File: src/rtl/cluster_expander.sv
// cluster_expander: rebuilds the 384-pad S-bit mask from a stream of
// encoded clusters (address, valid, count), one mask per frame.
// Completed masks are held in an output register with a valid/ack
// handshake. Frames that finish while the held mask is still unacknowledged
// are dropped and counted in a saturating counter.
//
// Build option: define EXPAND_CNT_EN to set adr_i..adr_i+cnt_i per cluster.
// Without it only the seed bit adr_i is set and cnt_i is ignored.
module cluster_expander #(
  parameter int MXKEYS     = 384,
  parameter int MXKEYBITS  = 9,
  parameter int MXCNTB     = 3,
  parameter int MXCLUSTERS = 16,
  parameter int MXDROPB    = 8
) (
  input  logic                 clock,
  input  logic                 reset_n,
  input  logic                 vpf_i,
  input  logic [MXKEYBITS-1:0] adr_i,
  input  logic [MXCNTB-1:0]    cnt_i,
  input  logic                 frame_end_i,
  output logic [MXKEYS-1:0]    mask_o,
  output logic                 mask_valid_o,
  input  logic                 mask_ack_i,
  output logic [4:0]           nclusters_o,
  output logic                 overflow_o,
  output logic [MXDROPB-1:0]   drop_cnt_o
);

  localparam logic [4:0]         MAX_CLU  = 5'(MXCLUSTERS);
  localparam logic [MXDROPB-1:0] DROP_SAT = {MXDROPB{1'b1}};

  typedef enum logic [0:0] {
    ACCUM = 1'b0,
    FLUSH = 1'b1
  } state_t;

  // Range decode of one cluster into a pad mask. Bits past the last pad are
  // simply not represented, so a cluster near the top end is clipped.
  function automatic logic [MXKEYS-1:0] decode_cluster(
    input logic [MXKEYBITS-1:0] adr,
    input logic [MXCNTB-1:0]    cnt
  );
    logic [MXKEYS-1:0] m;
    int unsigned       lo;
    int unsigned       hi;
    m  = '0;
    lo = 32'(adr);
`ifdef EXPAND_CNT_EN
    hi = lo + 32'(cnt);
`else
    hi = lo + 32'(cnt & {MXCNTB{1'b0}});
`endif
    for (int i = 0; i < MXKEYS; i++) begin
      m[i] = ($unsigned(i) >= lo) && ($unsigned(i) <= hi);
    end
    return m;
  endfunction

  state_t              state_r;
  state_t              state_nxt_s;

  logic [MXKEYS-1:0]   acc_r;
  logic [4:0]          clu_cnt_r;
  logic                ovf_acc_r;

  logic [MXKEYS-1:0]   mask_r;
  logic                mask_valid_r;
  logic [4:0]          nclusters_r;
  logic                overflow_r;
  logic [MXDROPB-1:0]  drop_cnt_r;

  logic                used_s;
  logic                clu_add_s;
  logic                ovf_add_s;
  logic [MXKEYS-1:0]   dec_s;
  logic [MXKEYS-1:0]   final_mask_s;
  logic [4:0]          final_cnt_s;
  logic                final_ovf_s;
  logic                out_free_s;
  logic                load_s;
  logic                drop_s;
  logic                release_s;

  // Cluster qualification, final frame values and handshake decisions.
  always_comb begin
    used_s       = 1'b0;
    clu_add_s    = 1'b0;
    ovf_add_s    = 1'b0;
    dec_s        = decode_cluster(adr_i, cnt_i);
    final_mask_s = acc_r;
    final_cnt_s  = clu_cnt_r;
    final_ovf_s  = ovf_acc_r;
    out_free_s   = (~mask_valid_r) | mask_ack_i;
    load_s       = 1'b0;
    drop_s       = 1'b0;
    release_s    = 1'b0;
    state_nxt_s  = state_r;

    // The encoder's "none" code and any address past the last pad fail here.
    if (vpf_i && (32'(adr_i) < 32'(MXKEYS))) begin
      used_s = 1'b1;
    end else begin
      used_s = 1'b0;
    end

    if (used_s && (clu_cnt_r < MAX_CLU)) begin
      clu_add_s = 1'b1;
    end else begin
      clu_add_s = 1'b0;
    end
    ovf_add_s = used_s & ~clu_add_s;

    // The cluster arriving with frame_end_i still belongs to the closing frame.
    if (clu_add_s) begin
      final_mask_s = acc_r | dec_s;
      final_cnt_s  = clu_cnt_r + 5'd1;
    end else begin
      final_mask_s = acc_r;
      final_cnt_s  = clu_cnt_r;
    end
    final_ovf_s = ovf_acc_r | ovf_add_s;

    // FLUSH lasts one cycle; a frame_end_i in FLUSH closes a new (short) frame.
    case (state_r)
      ACCUM: begin
        if (frame_end_i) begin
          state_nxt_s = FLUSH;
        end else begin
          state_nxt_s = ACCUM;
        end
      end
      FLUSH: begin
        if (frame_end_i) begin
          state_nxt_s = FLUSH;
        end else begin
          state_nxt_s = ACCUM;
        end
      end
      default: begin
        state_nxt_s = ACCUM;
      end
    endcase

    if (frame_end_i) begin
      load_s    = out_free_s;
      drop_s    = ~out_free_s;
      release_s = 1'b0;
    end else begin
      load_s    = 1'b0;
      drop_s    = 1'b0;
      release_s = mask_ack_i & mask_valid_r;
    end
  end

  // State register.
  always_ff @(posedge clock or negedge reset_n) begin
    if (!reset_n) begin
      state_r <= ACCUM;
    end else begin
      state_r <= state_nxt_s;
    end
  end

  // Frame accumulator: collects clusters, clears whenever a frame closes.
  always_ff @(posedge clock or negedge reset_n) begin
    if (!reset_n) begin
      acc_r     <= '0;
      clu_cnt_r <= 5'd0;
      ovf_acc_r <= 1'b0;
    end else if (frame_end_i) begin
      acc_r     <= '0;
      clu_cnt_r <= 5'd0;
      ovf_acc_r <= 1'b0;
    end else begin
      acc_r     <= final_mask_s;
      clu_cnt_r <= final_cnt_s;
      ovf_acc_r <= final_ovf_s;
    end
  end

  // Output holding register with valid/ack handshake.
  always_ff @(posedge clock or negedge reset_n) begin
    if (!reset_n) begin
      mask_r       <= '0;
      mask_valid_r <= 1'b0;
      nclusters_r  <= 5'd0;
      overflow_r   <= 1'b0;
    end else if (load_s) begin
      mask_r       <= final_mask_s;
      mask_valid_r <= 1'b1;
      nclusters_r  <= final_cnt_s;
      overflow_r   <= final_ovf_s;
    end else if (release_s) begin
      mask_valid_r <= 1'b0;
    end
  end

  // Saturating count of frames discarded for backpressure.
  always_ff @(posedge clock or negedge reset_n) begin
    if (!reset_n) begin
      drop_cnt_r <= '0;
    end else if (drop_s && (drop_cnt_r != DROP_SAT)) begin
      drop_cnt_r <= drop_cnt_r + {{(MXDROPB-1){1'b0}}, 1'b1};
    end
  end

  assign mask_o       = mask_r;
  assign mask_valid_o = mask_valid_r;
  assign nclusters_o  = nclusters_r;
  assign overflow_o   = overflow_r;
  assign drop_cnt_o   = drop_cnt_r;

endmodule

File: config.mk
export PLATFORM = sky130hd
export DESIGN_NAME = cluster_expander
export DESIGN_NICKNAME = d
export VERILOG_FILES = /design/src/rtl/cluster_expander.sv
export SDC_FILE = /design/constraint.sdc
export NUM_CORES = 1
export LEC_CHECK = 0
export CORE_MARGIN = 5
export CORE_UTILIZATION = 39
export DETAILED_ROUTE_END_ITERATION = 10
export PLACE_DENSITY_LB_ADDON = 0.1
export SYNTH_ARGS = -nofsm -noshare
export SYNTH_HDL_FRONTEND = slang
export SYNTH_SLANG_ARGS = --single-unit
File: constraint.sdc
create_clock -name clock -period 1.7 [get_ports clock]
set_input_delay 0.17 -clock clock [delete_from_list [all_inputs] [get_ports clock]]
set_output_delay 0.17 -clock clock [all_outputs]
set_load 0.03 [all_outputs]
==> results of run 1 <==
## power by group
group | internal (W) | switching [W] | total, W
Clock | 0.0107 | 0.00751 | 0.0182
Sequential | 0.0199 | 0.000766 | 0.0207
Combinational | 0.00246 | 0.00537 | 0.00783
Total | 0.0330 | 0.0136 | 0.0467
## per-layer routing
| metal | track usage (%) | vias to the layer above |
|---|---|---|
| met5 | 0 | - |
| li1 | - | 10500 |
| met3 | 5.46 | 177 |
| met1 | 35.5 | 12100 |
| met4 | 7.72 | 2 |
| met2 | 42.8 | 740 |
## cells in the final DEF, fill, tap and decap left out, drive strengths merged, types with 20 or more instances in the layout
| cell type | count |
|---|---|
| dfrtp | 789 |
| nor2 | 769 |
| a21oi | 590 |
| dlygate4sd2 | 372 |
| buf | 345 |
| a31oi | 143 |
| clkbuf | 132 |
| o21ai | 24 |
| nor3 | 23 |
| mux2i | 21 |
| nor4 | 20 |
## what timing repair did
| action | 4_1_cts | 5_1_grt |
|---|---|---|
| gates cloned | 1 | 7 |
| hold buffers | 4 | 0 |
| setup endpoints to repair | 683 | 238 |
| endpoints found under the hold margin | 557 | 0 |
| pin swaps | 14 | 37 |
| gates resized for setup | 453 | 158 |
| setup buffers | 13 | 7 |
## critical path: stages (launching register included)
cell and delay [ns]:
dfrtp_2 0.47, buf_6 0.14, nand2b_4 0.18, buf_12 0.15
nor3_4 0.15, buf_6 0.13, buf_12 0.15, a21oi_2 0.09
a21oi_2 0.15
## kinds of logic after synthesis
kind of cell	count (synthesis)
flip-flops	789
AO/OA/AOI/OAI	779
buffers and inverters	201
multiplexers	22
AND/OR/NAND/NOR	897
adder cells (fa/ha/maj)	2
XOR/XNOR	10
## through the flow
step / hold WS, ns / utilization, % / TNS [ns] / setup WS [ns] / total power, W
after global placement: 0.0519 / 50.0 / -303.20 / -0.688 / 0.0294
after detailed placement: 0.0521 / 50.0 / -310.03 / -0.714 / 0.0295
after global routing: 0.225 / 54.7 / -4.08 / -0.0825 / 0.0484
final: 0.209 / 54.7 / -0.103 / -0.0291 / 0.0467
after CTS: 0.191 / 53.5 / -0.152 / -0.0187 / 0.0469
after floorplan: -0.126 / - / -17.26 / -0.0573 / 0.0249
## worst min path at each step
| stage | to | depth (start not counted) |
|---|---|---|
| after global routing | acc_r[22] | 3 |
| after floorplan | acc_r[0] | 0 |
| after CTS | acc_r[218] | 3 |
| after detailed placement | mask_o[272] | 1 |
| final | mask_o[327] | 3 |
| after global placement | mask_o[272] | 1 |
## sequential cells by signal, indices dropped and copies added, names as in the netlist
signal,cells
mask_o,384
ovf_acc_r,1
mask_valid_o,1
acc_r,384
nclusters_o,5
drop_cnt_o,8
overflow_o,1
clu_cnt_r,5
## area by class of cell
class / instances / area [µm²]
flip-flops and latches: 789 / 19700
clock buffers: 120 / 2400
well taps: 969 / 1210
clock inverters: 25 / 295
multi-input cells: 1710 / 9390
fillers: 6646 / 33600
repair buffers: 756 / 7510
inverters: 4 / 15.0
==> metrics.md, run 1 <==
| Metric | Value |
|---|---|
| Routed wire length per instance | 24.8 µm |
| Worst R2R Start | clu_cnt_r[4] |
| Proportion of synthesized area in mux cells | 0.762% |
| Fin nets | 3362 |
| Share of the synthesized area in the top cell type | 67.9% |
| Total clock sinks | 789 |
| Starting Density | 39.2% |
| Vias/cell | 5.37 |
| ANT nets after route | 0 |
| Top routing layer in use | met5 |
| Post-synthesis register bit count | 789 |
| Post-DP HPWL | 75.2 mm |
| Main flop type after synthesis | dfrtp_1 |
| Initial antenna violation count | 1 |
| Critical path peak fanout | 5 |
| Hold crit path type | input pin to asynchronous set/reset pin |
| TritonRoute pass-1 iters | 7 |
| Worst-Skew Late Latency | 0.63 ns |
| Max Cap Violations | 0 |
| Max VDD drop | 0.000892 V |
| Num ports | 416 |
| CTS Buf Count | 82 |
| Core area | 74200 µm² |
| Post-route setup slack | -0.0291 ns |
| F_max | 0.578 GHz |
| Power Density | 1150 nW/µm² |
| Cell count after synthesis | 2700 |
| R2R cell count | 8 |
| Critical path arrival | 2.27 ns |
| FP Rows | 100 |
| Clk buf depth | 3 |
| Port bufs | 412 |
| Area after DPL | 37100 µm² |
| RSZ-0062 raised after global routing | yes |
| Synth Net Count | 2719 |
| Tmin final | 1.73 ns |
| WL met3 | 6.91 mm |
| Synth Cell Area | 29100 µm² |
| First-pass GRT wire length | 159 mm |
| Top-count cell post-synth | dfrtp_1 |
| Final Hold Viols | 0 |
| Largest net degree at the start of global routing | 168 |
| Share of post-route cells with drive strength above 1 | 19.6% |
| R2R Setup Slk | -0.03 ns |
| Met2 Routed Length | 51.7 mm |
| Largest family of logic cells by synthesized area | compound AO/OA/AOI/OAI gates |
| CP startpoint kind | flop |
| Layout area overhead | 39.5% |
| Die Wd | 283 µm |
| Detailed Route WL | 108 mm |
| Gr usage total | 26.1% |
| CTS clk-pin slew, worst paths | 0.06 ns |
| Leakage | 19.2 nW |
| Tcrit/Tclk final | 102% |
| Synth unique cells | 52 |
| Filler-free cell count of the finished design | 4373 |
| Total global routing overflow | 0 |
| Placer Congestion | 0.907 |
| Critical Path End | mask_o[97] |
| H-Tree Depth | 3 |
| Final slew viol count | 0 |
| Setup violations, final | 15 |
| Post-route cell area | 40600 µm² |
| Syn. warnings | 0 |
| Synth Area in Adders | 0.0860% |
| N_diodes | 0 |
| Compound-cell area share of the yosys netlist | 14.3% |
| Number of global-route vias before repair | 23700 |
| Async SR Flop Fraction | 100% |
| Via count | 23500 |
| DRC Markers | 0 |
| Yosys top cell by area | dfrtp_1 |
| Syn Area/Cell | 10.8 µm² |
| Critical register-to-register path endpoint | mask_o[97] |
| Max-slew headroom | 40.5% |
| Most frequent cells after synthesis | 789 x dfrtp_1, 768 x nor2_1, 590 x a21oi_1 |
| Placed insts | 4200 |
| Die ar. | 80100 µm² |
| Clock Skew | 0.0187 ns |
| CP Launch Point | clu_cnt_r[4] |
| CTS root buf | clkbuf_16 |
| EDFF count, synth | 0 |
| Failing checks | negative setup slack |
| Xor/xnor share of the synthesized area | 0.301% |
| Run status | complete, but fails checks |
| Slew @ Worst Pin | 0.892 ns |
| Met1 WL | 46.4 mm |
| Vert. Die Dim | 283 µm |
| Top cells by area, synth | dfrtp_1 68%, a21oi_1 10%, nor2_1 9.9% |
| Worst EP required | 2.24 ns |
| DRT iter0 DRCs | 1802 |
| CTS tree | built |
| CP Class | flop to flop |
| Crit end category | flop |
| Post-synthesis simple-gate area fraction | 13.8% |
| Seq/Total Area, Yosys | 67.9% |
Note: power is estimated with default switching activity, not from simulation.
==> run 2, diff against run 1 <==
- GPL_TIMING_DRIVEN: not set -> 0
==> run 2 against run 1 <==
The flow finishes with violations (negative hold slack, negative setup slack). Via count is 7.3% higher. Sequential cell count stayed put. Total power is 1.2% higher. Fmax is 2.9% lower. Register-to-register slack worse by 0.05 ns. Critical path depth stayed put. Combinational power is 2% higher. Critical endpoint is now mask_o[219]. Largest cell class unchanged. Largest power group unchanged. Highest routed layer unchanged.
==> metrics.md, run 2 (synthesis results as in run 1) <==
| Metric | Value |
|---|---|
| Total clock sinks | 789 (unchanged) |
| Layout area overhead | 43.5% |
| Starting Density | 39.2% (unchanged) |
| Core area | 74200 µm² (unchanged) |
| Hold crit path type | input pin to asynchronous set/reset pin |
| DRT iter0 DRCs | 2821 (+57%) |
| Leakage | 19.2 nW (-0.16%) |
| Slew @ Worst Pin | 1.25 ns (+0.355 ns) |
| Grt met1 use | 41.9% (+6.4 points) |
| Placer Congestion | 0.931 (+2.6%) |
| Cell family with most CP delay | buffers and inverters |
| FP Rows | 100 (unchanged) |
| Tmin final | 1.78 ns (+0.0511 ns) |
| Max Cap Violations | 0 (unchanged) |
| Max-slew headroom | 16.8% (-24 points) |
| Power Density | 1130 nW/µm² (-1.6%) |
| Final Hold Viols | 316 (+316) |
| Worst-Skew Late Latency | 0.64 ns (about the same) |
| DRC Markers | 0 (unchanged) |
| Post-route setup slack | -0.0802 ns (-0.0511 ns) |
| Crit end category | flop |
| Worst EP required | 2.26 ns (+0.02 ns) |
| Slowest cell on the critical path | dfrtp_2 |
| Critical path arrival | 2.34 ns (+0.07 ns) |
| Commonest non-fill, non-tap cells in the layout | 786 x dfrtp_1, 734 x nor2_1, 395 x a21oi_1 |
| Number of global-route vias before repair | 25100 (+5.8%) |
| Final slew viol count | 0 (unchanged) |
| Crit path cell chain | nand2b_4 -> buf_12 -> buf_6 -> nor4_4 -> buf_8 -> buf_6 -> a21oi_4 -> a21oi_2 |
| Worst R2R Start | clu_cnt_r[4] |
| Max VDD drop | 0.000596 V (-33%) |
| Largest stage delay, worst path | 0.46 ns (about the same) |
| Via count | 25200 (+7.3%) |
| Detailed Route WL | 130 mm (+20%) |
| Total global routing overflow | 0 (unchanged) |
| Vert. Die Dim | 283 µm (unchanged) |
| Hold WS | -0.116 ns (-0.325 ns) |
| CP startpoint kind | flop |
| Clk buf depth | 3 (unchanged) |
| R2R cell count | 8 (unchanged) |
| Overall Power | 0.0472 W (+1.2%) |
| Clock Skew | 0.0227 ns (+0.00396 ns) |
| Leading cell type in the layout, fill and taps excluded | dfrtp_1 |
| Die Wd | 283 µm (unchanged) |
| F_max | 0.562 GHz (-2.9%) |
| Gr usage total | 31.1% (+4.9 points) |
| Most Crowded Layer GR | met2 |
| Routed wire length per instance | 29.9 µm (+21%) |
| Share of post-route cells with drive strength above 1 | 23.5% (+3.9 points) |
| Tcrit/Tclk final | 105% (+3.0 points) |
| Critical register-to-register path endpoint | mask_o[219] |
| Die ar. | 80100 µm² (unchanged) |
| Most used cell, CP | buf_6 |
| CTS Buf Count | 83 (+1.2%) |
| Buffer and inverter count on the worst path | 4 (unchanged) |
| CTS tree | built |
| Met2 Track Usage GR | 48.3% (+5.5 points) |
| RSZ-0062 raised after global routing | yes |
| Post-DP HPWL | 89.8 mm (+19%) |
| CP Class | flop to flop |
| # fillers | 6422 (-3.4%) |
| Failing checks | negative hold slack, negative setup slack |
| Largest net degree at the start of global routing | 127 (-24%) |
| Fin nets | 3339 (-0.68%) |
| TritonRoute pass-1 iters | 6 (-1) |
| Total negative slack | -1.77 ns (-1.67 ns) |
| H-Tree Depth | 3 (unchanged) |
| Initial antenna violation count | 5 (+4) |
| Setup violations, final | 87 (+72) |
| CTS clk-pin slew, worst paths | 0.06 ns (about the same) |
| ANT nets after route | 0 (unchanged) |
| R2R Setup Slk | -0.08 ns (-0.05 ns) |
| Final core occ | 56.2% (+1.6 points) |
| Critical path peak fanout | 6 (+1) |
| Port bufs | 410 (-0.49%) |
| Run status | complete, but fails checks |
| CTS root buf | clkbuf_16 |
| First-pass GRT wire length | 182 mm (+14%) |
| Vias/cell | 5.79 (+7.8%) |
| Num ports | 416 (unchanged) |
| Met3 Usage GRT | 8.24% (+2.8 points) |
==> run 2: worst min-delay path, stage by stage <==
cell,delay [ns]
buf_8,0.07
buf_12,0.08
buf_12,0.08
buf_12,0.14
buf_16,0.39
==> run 2: through the flow <==
stage          cells  instance area (µm²)  setup WS [ns]
2_1_floorplan   2700                29100        -0.0573
3_3_place_gp    4079                34400         -36.87
3_5_place_dp    4096                34800          -2.06
4_1_cts         4324                40000         -0.118
5_1_grt         4352                41700         -0.103
6_report        4354                41700        -0.0802
==> run 2: power breakdown <==
part | leakage, nW | switching, W | internal (W)
combinational | 7.49 | 0.00567 | 0.00235
sequential | 10.4 | 0.000955 | 0.0199
clock | 1.34 | 0.00762 | 0.0107
total | 19.2 | 0.0142 | 0.0330
==> run 2: worst max-delay path by stage <==
stage | cells past startpoint | to | start
2_1_floorplan | 7 | mask_o[0] | mask_valid_o
3_3_place_gp | 1 | drop_cnt_o[0] | reset_n
3_5_place_dp | 7 | mask_o[29] | adr_i[4]
4_1_cts | 8 | mask_o[235] | clu_cnt_r[4]
5_1_grt | 7 | mask_o[282] | clu_cnt_r[4]
6_report | 8 | mask_o[219] | clu_cnt_r[4]
==> run 2: per-layer routing <==
layer  part of all wire [%]  wire length, µm  vias to the layer above
li1                       -                -                    10500
met3                    9.4            12300                      307
met1                     40            52400                    13100
met4                    4.6             6030                        4
met2                     46            59700                     1374
met5                  0.018               23                        -
==> run 2: layout make-up <==
type	instances	area (µm²)	share of cell area (%)
repair buffers	551	5520	13.2
well taps	969	1210	2.91
multi-input cells	1710	11000	26.3
flip-flops and latches	789	19700	47.3
clock inverters	18	216	0.519
inverters	4	15.0	0.0360
clock buffers	128	2510	6.01
diodes	4	10.0	0.0240
plain buffers	181	1530	3.66
==> run 2: timing repair <==
action	CTS	global route
resized for setup	903	362
setup endpoints to repair	1180	553
gates cloned	1	3
hold buffers	6	1
endpoints found under the hold margin	365	156
buffers inserted	89	24
pin swaps	98	135
==> run 3, diff against run 2 <==
- CORE_MARGIN: 5 -> not set
- MAX_ROUTING_LAYER: not set -> met4
==> run 3 against run 2 <==
The run ends with design-rule violations, negative setup slack left. Clock-buffer cell count shrank 3. Critical path type unchanged. Critical endpoint is now mask_o[127]. Clock power is essentially flat. Via count grew 2.0%. Die area shrank 5.6%.
==> metrics.md, run 3 (synthesis results as in run 1) <==
| Metric | Value |
|---|---|
| H-Tree Depth | 3 (unchanged) |
| Leakage | 21.2 nW (+11%) |
| Critical path peak fanout | 6 (unchanged) |
| Internal | 0.0334 W (+1.4%) |
| Critical register-to-register path endpoint | mask_o[127] |
| DRC Markers | 40 (+40) |
| Register share of total power | 43.9% (-0.3 points) |
| Largest net degree at the start of global routing | 132 (+3.9%) |
| Vert. Die Dim | 275 µm (-2.8%) |
| RSZ-0062 raised after global routing | yes |
| Tcrit/Tclk final | 107% (+1.8 points) |
| Core area | 73300 µm² (-1.2%) |
| Worst EP required | 2.26 ns (about the same) |
| Die ar. | 75700 µm² (-5.6%) |
| ANT nets after route | 0 (unchanged) |
| First-pass GRT wire length | 179 mm (-1.4%) |
| CTS Buf Count | 82 (-1.2%) |
| Tmin final | 1.81 ns (+0.0313 ns) |
| CTS root buf | clkbuf_16 |
| Num ports | 416 (unchanged) |
| Die Wd | 275 µm (-2.8%) |
| Placer Congestion | 0.980 (+5.3%) |
| Post-DP HPWL | 87.0 mm (-3.1%) |
| Max Cap Violations | 0 (unchanged) |
| Max VDD drop | 0.000661 V (+11%) |
| CP startpoint kind | flop |
| Via count | 25700 (+2.0%) |
| Gr usage total | 34.7% (+3.6 points) |
| Final Hold Viols | 0 (-100%) |
| FP Rows | 99 (-1.0%) |
| Initial antenna violation count | 8 (+3) |
| Detailed Route WL | 130 mm (about the same) |
| R2R cell count | 7 (-1) |
| Fin nets | 3347 (+0.24%) |
| Power Density | 1120 nW/µm² (-1.1%) |
| CP Class | flop to flop |
| Post-route setup slack | -0.111 ns (-0.0313 ns) |
| Leading cell type in the layout, fill and taps excluded | dfrtp_1 |
| Port bufs | 410 (unchanged) |
| CTS clk-pin slew, worst paths | 0.06 ns (about the same) |
| CTS tree | built |
| Clk pwr share | 38.6% (-0.3 points) |
| Run status | complete, but fails checks |
| Total clock sinks | 789 (unchanged) |
| Crit end category | flop |
| DP Worst Slack | -1.99 ns (+0.0671 ns) |
| Area after DPL | 34800 µm² (-0.16%) |
| DRT iter0 DRCs | 3181 (+13%) |
| Setup violations, final | 74 (-15%) |
| Starting Density | 39.7% (+0.46 points) |
| Share of post-route cells with drive strength above 1 | 23.6% (+0.12 points) |
| Routed wire length per instance | 30.0 µm (about the same) |
| Critical path arrival | 2.37 ns (+0.03 ns) |
| Commonest non-fill, non-tap cells in the layout | 786 x dfrtp_1, 733 x nor2_1, 409 x a21oi_1 |
| Final slew viol count | 0 (unchanged) |
| Layout area overhead | 46.5% |
| F_max | 0.552 GHz (-1.7%) |
| Slew @ Worst Pin | 1.26 ns (+0.0122 ns) |
| Number of global-route vias before repair | 25000 (-0.33%) |
| Combinational share of power | 17.6% (+0.6 points) |
| Clock Skew | 0.0313 ns (+0.00866 ns) |
| Worst-Skew Late Latency | 0.64 ns (about the same) |
| Worst R2R Start | clu_cnt_r[4] |
| R2R Setup Slk | -0.11 ns (-0.03 ns) |
| Clk buf depth | 3 (unchanged) |
| Switch Pwr | 0.0143 W (+0.22%) |
| Total global routing overflow | 0 (unchanged) |
| Max-slew headroom | 16.0% (-0.81 points) |
| Post-route cell area | 42600 µm² (+2.1%) |
| Hold crit path type | input pin to asynchronous set/reset pin |
| TritonRoute pass-1 iters | 9 (+3) |
| Switching share of power | 29.9% (-0.24 points) |
| Vias/cell | 5.91 (+2.0%) |
| Failing checks | design-rule violations, negative setup slack |
==> run 3: cell count changes in the layout (fill, tap and decap cells not counted), sizes merged, moves of 2 or more <==
cell           previous run  this run
inv                       5         7
clkdlybuf4s15             5         7
clkbuf                  246       239
dlygate4sd2             392       184
clkinv                   10         8
diode                     4         9
buf                     209       224
dlymetal6s2s              2       206
==> run 3: power by group through the flow <==
stage | logic [W] | clock network [W] | registers [W]
detailed placement | 0.00796 | 0 | 0.0213
floorplan | 0.00182 | 0 | 0.0231
finish | 0.00838 | 0.0184 | 0.0209
CTS | 0.00804 | 0.0184 | 0.0209
global placement | 0.00762 | 0 | 0.0213
global route | 0.00879 | 0.0192 | 0.0210
==> run 3: worst max-delay path: stages (launching register included) <==
cell and delay [ns]:
dfrtp_2 0.45, buf_8 0.16, nor3b_4 0.21, buf_4 0.14, and4b_4 0.36, buf_4 0.16, a31oi_4 0.12, a21oi_2 0.15
==> run 3: area by class of cell <==
type	instances	area, µm²
multi-input cells	1710	10900
repair buffers	561	6410
plain buffers	180	1560
fillers	6113	30700
clock inverters	16	171
inverters	4	15.0
clock buffers	125	2570
well taps	959	1200
diodes	9	22.5
flip-flops and latches	789	19700
==> run 3: metal layers <==
layer / vias up / global-route usage, % / wire length (µm)
li1: 10400 / - / -
met1: 13300 / 45.6 / 51300
met2: 1576 / 51.6 / 59300
met3: 361 / 7.73 / 13300
met4: 0 / 14.9 / 6560
met5: - / - / 0
==> run 3: per-stage QoR <==
step | TNS (ns) | util, % | std cells | hold WS, ns | power, W
2_1_floorplan | -17.26 | - | 2700 | -0.126 | 0.0249
3_3_place_gp | - | 47.0 | 4069 | 0.460 | 0.0290
3_5_place_dp | -967.07 | 47.4 | 4084 | 0.106 | 0.0292
4_1_cts | -39.52 | 54.7 | 4308 | 0.0466 | 0.0474
5_1_grt | -6.20 | 58.1 | 4349 | 0.0825 | 0.0490
6_report | -2.38 | 58.1 | 4353 | 0.0424 | 0.0477
==> run 3: worst max path at each step <==
| stage | to | depth (start not counted) | slack, ns | startpoint |
|---|---|---|---|---|
| floorplan | mask_o[0] | 7 | -0.06 | mask_valid_o |
| global placement | drop_cnt_o[0] | 1 | -36.59 | reset_n |
| detailed placement | mask_o[29] | 7 | -1.99 | adr_i[4] |
| CTS | mask_o[299] | 1 | -0.21 | mask_o[299] |
| global route | mask_o[325] | 6 | -0.14 | clu_cnt_r[4] |
| finish | mask_o[127] | 7 | -0.11 | clu_cnt_r[4] |
==> run 3: timing repair <==
action,CTS,global route
hold buffers,1,0
endpoints found under the hold margin,224,0
gates cloned,2,5
pin swaps,80,133
gates resized for setup,678,585
setup buffers,93,39
setup endpoints to repair,1176,1330
==> patch: new RTL, config.mk and constraints of run 1 <==
Make the reset (`reset_n`) synchronous in 4 clocked blocks.
--- a/src/rtl/cluster_expander.sv
+++ b/src/rtl/cluster_expander.sv
@@ -156,3 +156,3 @@
   // State register.
-  always_ff @(posedge clock or negedge reset_n) begin
+  always_ff @(posedge clock) begin
     if (!reset_n) begin
@@ -165,3 +165,3 @@
   // Frame accumulator: collects clusters, clears whenever a frame closes.
-  always_ff @(posedge clock or negedge reset_n) begin
+  always_ff @(posedge clock) begin
     if (!reset_n) begin
@@ -182,3 +182,3 @@
   // Output holding register with valid/ack handshake.
-  always_ff @(posedge clock or negedge reset_n) begin
+  always_ff @(posedge clock) begin
     if (!reset_n) begin
@@ -199,3 +199,3 @@
   // Saturating count of frames discarded for backpressure.
-  always_ff @(posedge clock or negedge reset_n) begin
+  always_ff @(posedge clock) begin
     if (!reset_n) begin
Function: not settled (the Yosys comparison gave no result); the edit may change what the design does.
==> patch against run 1 <==
- maximum frequency up 2.7%
- sequential cell count unchanged
- clock skew up 0.0022 ns
- synthesized cell count up 2.9%
- count of clock-buffer cells in the layout up 4
- wire length down 6.5%
- area after synthesis down 12%
- final area down 12%
- total power down 11%
- worst setup slack better by 0.045 ns
- sequential share of layout area down 4.5 points
- non-clock buffer count down 7
- largest power group unchanged
==> patch: results (changes against run 1) <==
switching_share: 0.2578  # was 0.2922
yosysSeqAreaShare: 0.6149  # was 0.6789
antenna_found_initial: 0  # was 1
vias_per_cell: 5.314  # was 5.372
timing.slew.headroom: 0.6270  # was 0.4051
layout.nets: 3401  # was 3362
postCtsSetupBuffers: 7  # was 13
wl_met3_mm: 7.133  # was 6.906 mm
wl_per_cell_um: 23.51  # was 24.79 um
synthArstFlopShare: 0  # was 1.000
postCtsHoldBufs: 1  # was 4
grt_pass1_vias: 21940  # was 23680
grt_max_degree: 116  # was 168
numCtsBuffers: 81  # was 82
worstPathArrival_ns: 2.23  # was 2.27 ns
grt_use_total: 0.2730  # was 0.2613
clock_skew_ns: 0.02094  # was 0.01871 ns
hp-class: "input pin to register"  # was input pin to asynchronous set/reset pin
crit_family: "simple AND/OR/NAND/NOR gates"  # was buffers and inverters
post_cts_resized: 409  # was 453
synth_common_cells: "789 x dfxtp_1, 744 x a21oi_1, 445 x nor2_1"  # was 789 x dfrtp_1, 768 x nor2_1, 590 x a21oi_1
use_met3: 0.06084  # was 0.05458
synthMuxAreaShare: 0.0007794  # was 0.007615
grt_pass1_wl_mm: 146.5  # was 159.0 mm
power_frac_seq: 0.467  # was 0.443
firstDrtPassIters: 9  # was 7
use_met2: 0.4499  # was 0.4281
rr_worst_depth: 6  # was 8
hpwl_mm: 72.86  # was 75.25 mm
drt_iter0_drc: 1894  # was 1802
worst_r2r_endpoint: "mask_o[16]$_SDFFE_PN0P_"  # was mask_o[97]$_DFFE_PN0P_
synth_nets: 2797  # was 2719
r2r_setup_slack_ns: 0.02  # was -0.03 ns
synth-compound-area-share: 0.2318  # was 0.1434
yosys-top-cells-area: "dfxtp_1 61%, a21oi_1 14%, o21ai_0 7.5%, nor2_1 6.5%, clkbuf_1 2.8%"  # was dfrtp_1 68%, a21oi_1 10%, nor2_1 9.9%, a31oi_1 3.1%, clkbuf_1 1.9%
slowest_stage: "dfxtp_2"  # was dfrtp_2
wl_met2_mm: 47.96  # was 51.73 mm
outcome: "completed"  # was finished with violations
timing.rr.start: "clu_cnt_r[4]$_SDFF_PP0_"  # was clu_cnt_r[4]$_DFF_PN0_
crit_fanout: 10  # was 5
synth_fa_ha_area_frac: 0.0009742  # was 0.0008605
gp_congestion: 0.8865  # was 0.9068
synth-xor-area-share: 0.002387  # was 0.003012
p_leak_nw: 14.78  # was 19.21 nW
fillers: 6018  # was 6646
==> patch: metrics by stage <==
step                      TNS [ns]  setup WS [ns]  power (mW)  hold slack [ns]  cells
after floorplan                  0       0.004108       22.14           0.2874   2778
after global placement     -233.58        -0.5706       24.49           0.4323   4148
after detailed placement   -258.59        -0.5803       24.52           0.4393   4148
after CTS                  -0.3263       -0.05265       41.81           0.1788   4305
after global routing       -0.2687       -0.03624       42.94           0.2116   4310
final                            0        0.01580       41.56           0.2158   4310
==> patch: area by class of cell <==
class,count,area [um^2],share of cell area
inverter,5,18.77,0.0005251
multi-input combinational,1756,9213,0.2578
sequential,789,15800,0.4420
clock buffer,124,2414,0.06753
tap,864,1081,0.03025
clock inverter,23,236.5,0.006616
timing repair buffer,749,6983,0.1954
==> patch: worst register-to-register path, stage by stage (launching register included) <==
cell	delay [ns]
dfxtp_2	0.35
nand2b_4	0.22
buf_12	0.20
nor4_4	0.33
buf_6	0.24
a21oi_1	0.12
a21oi_1	0.15
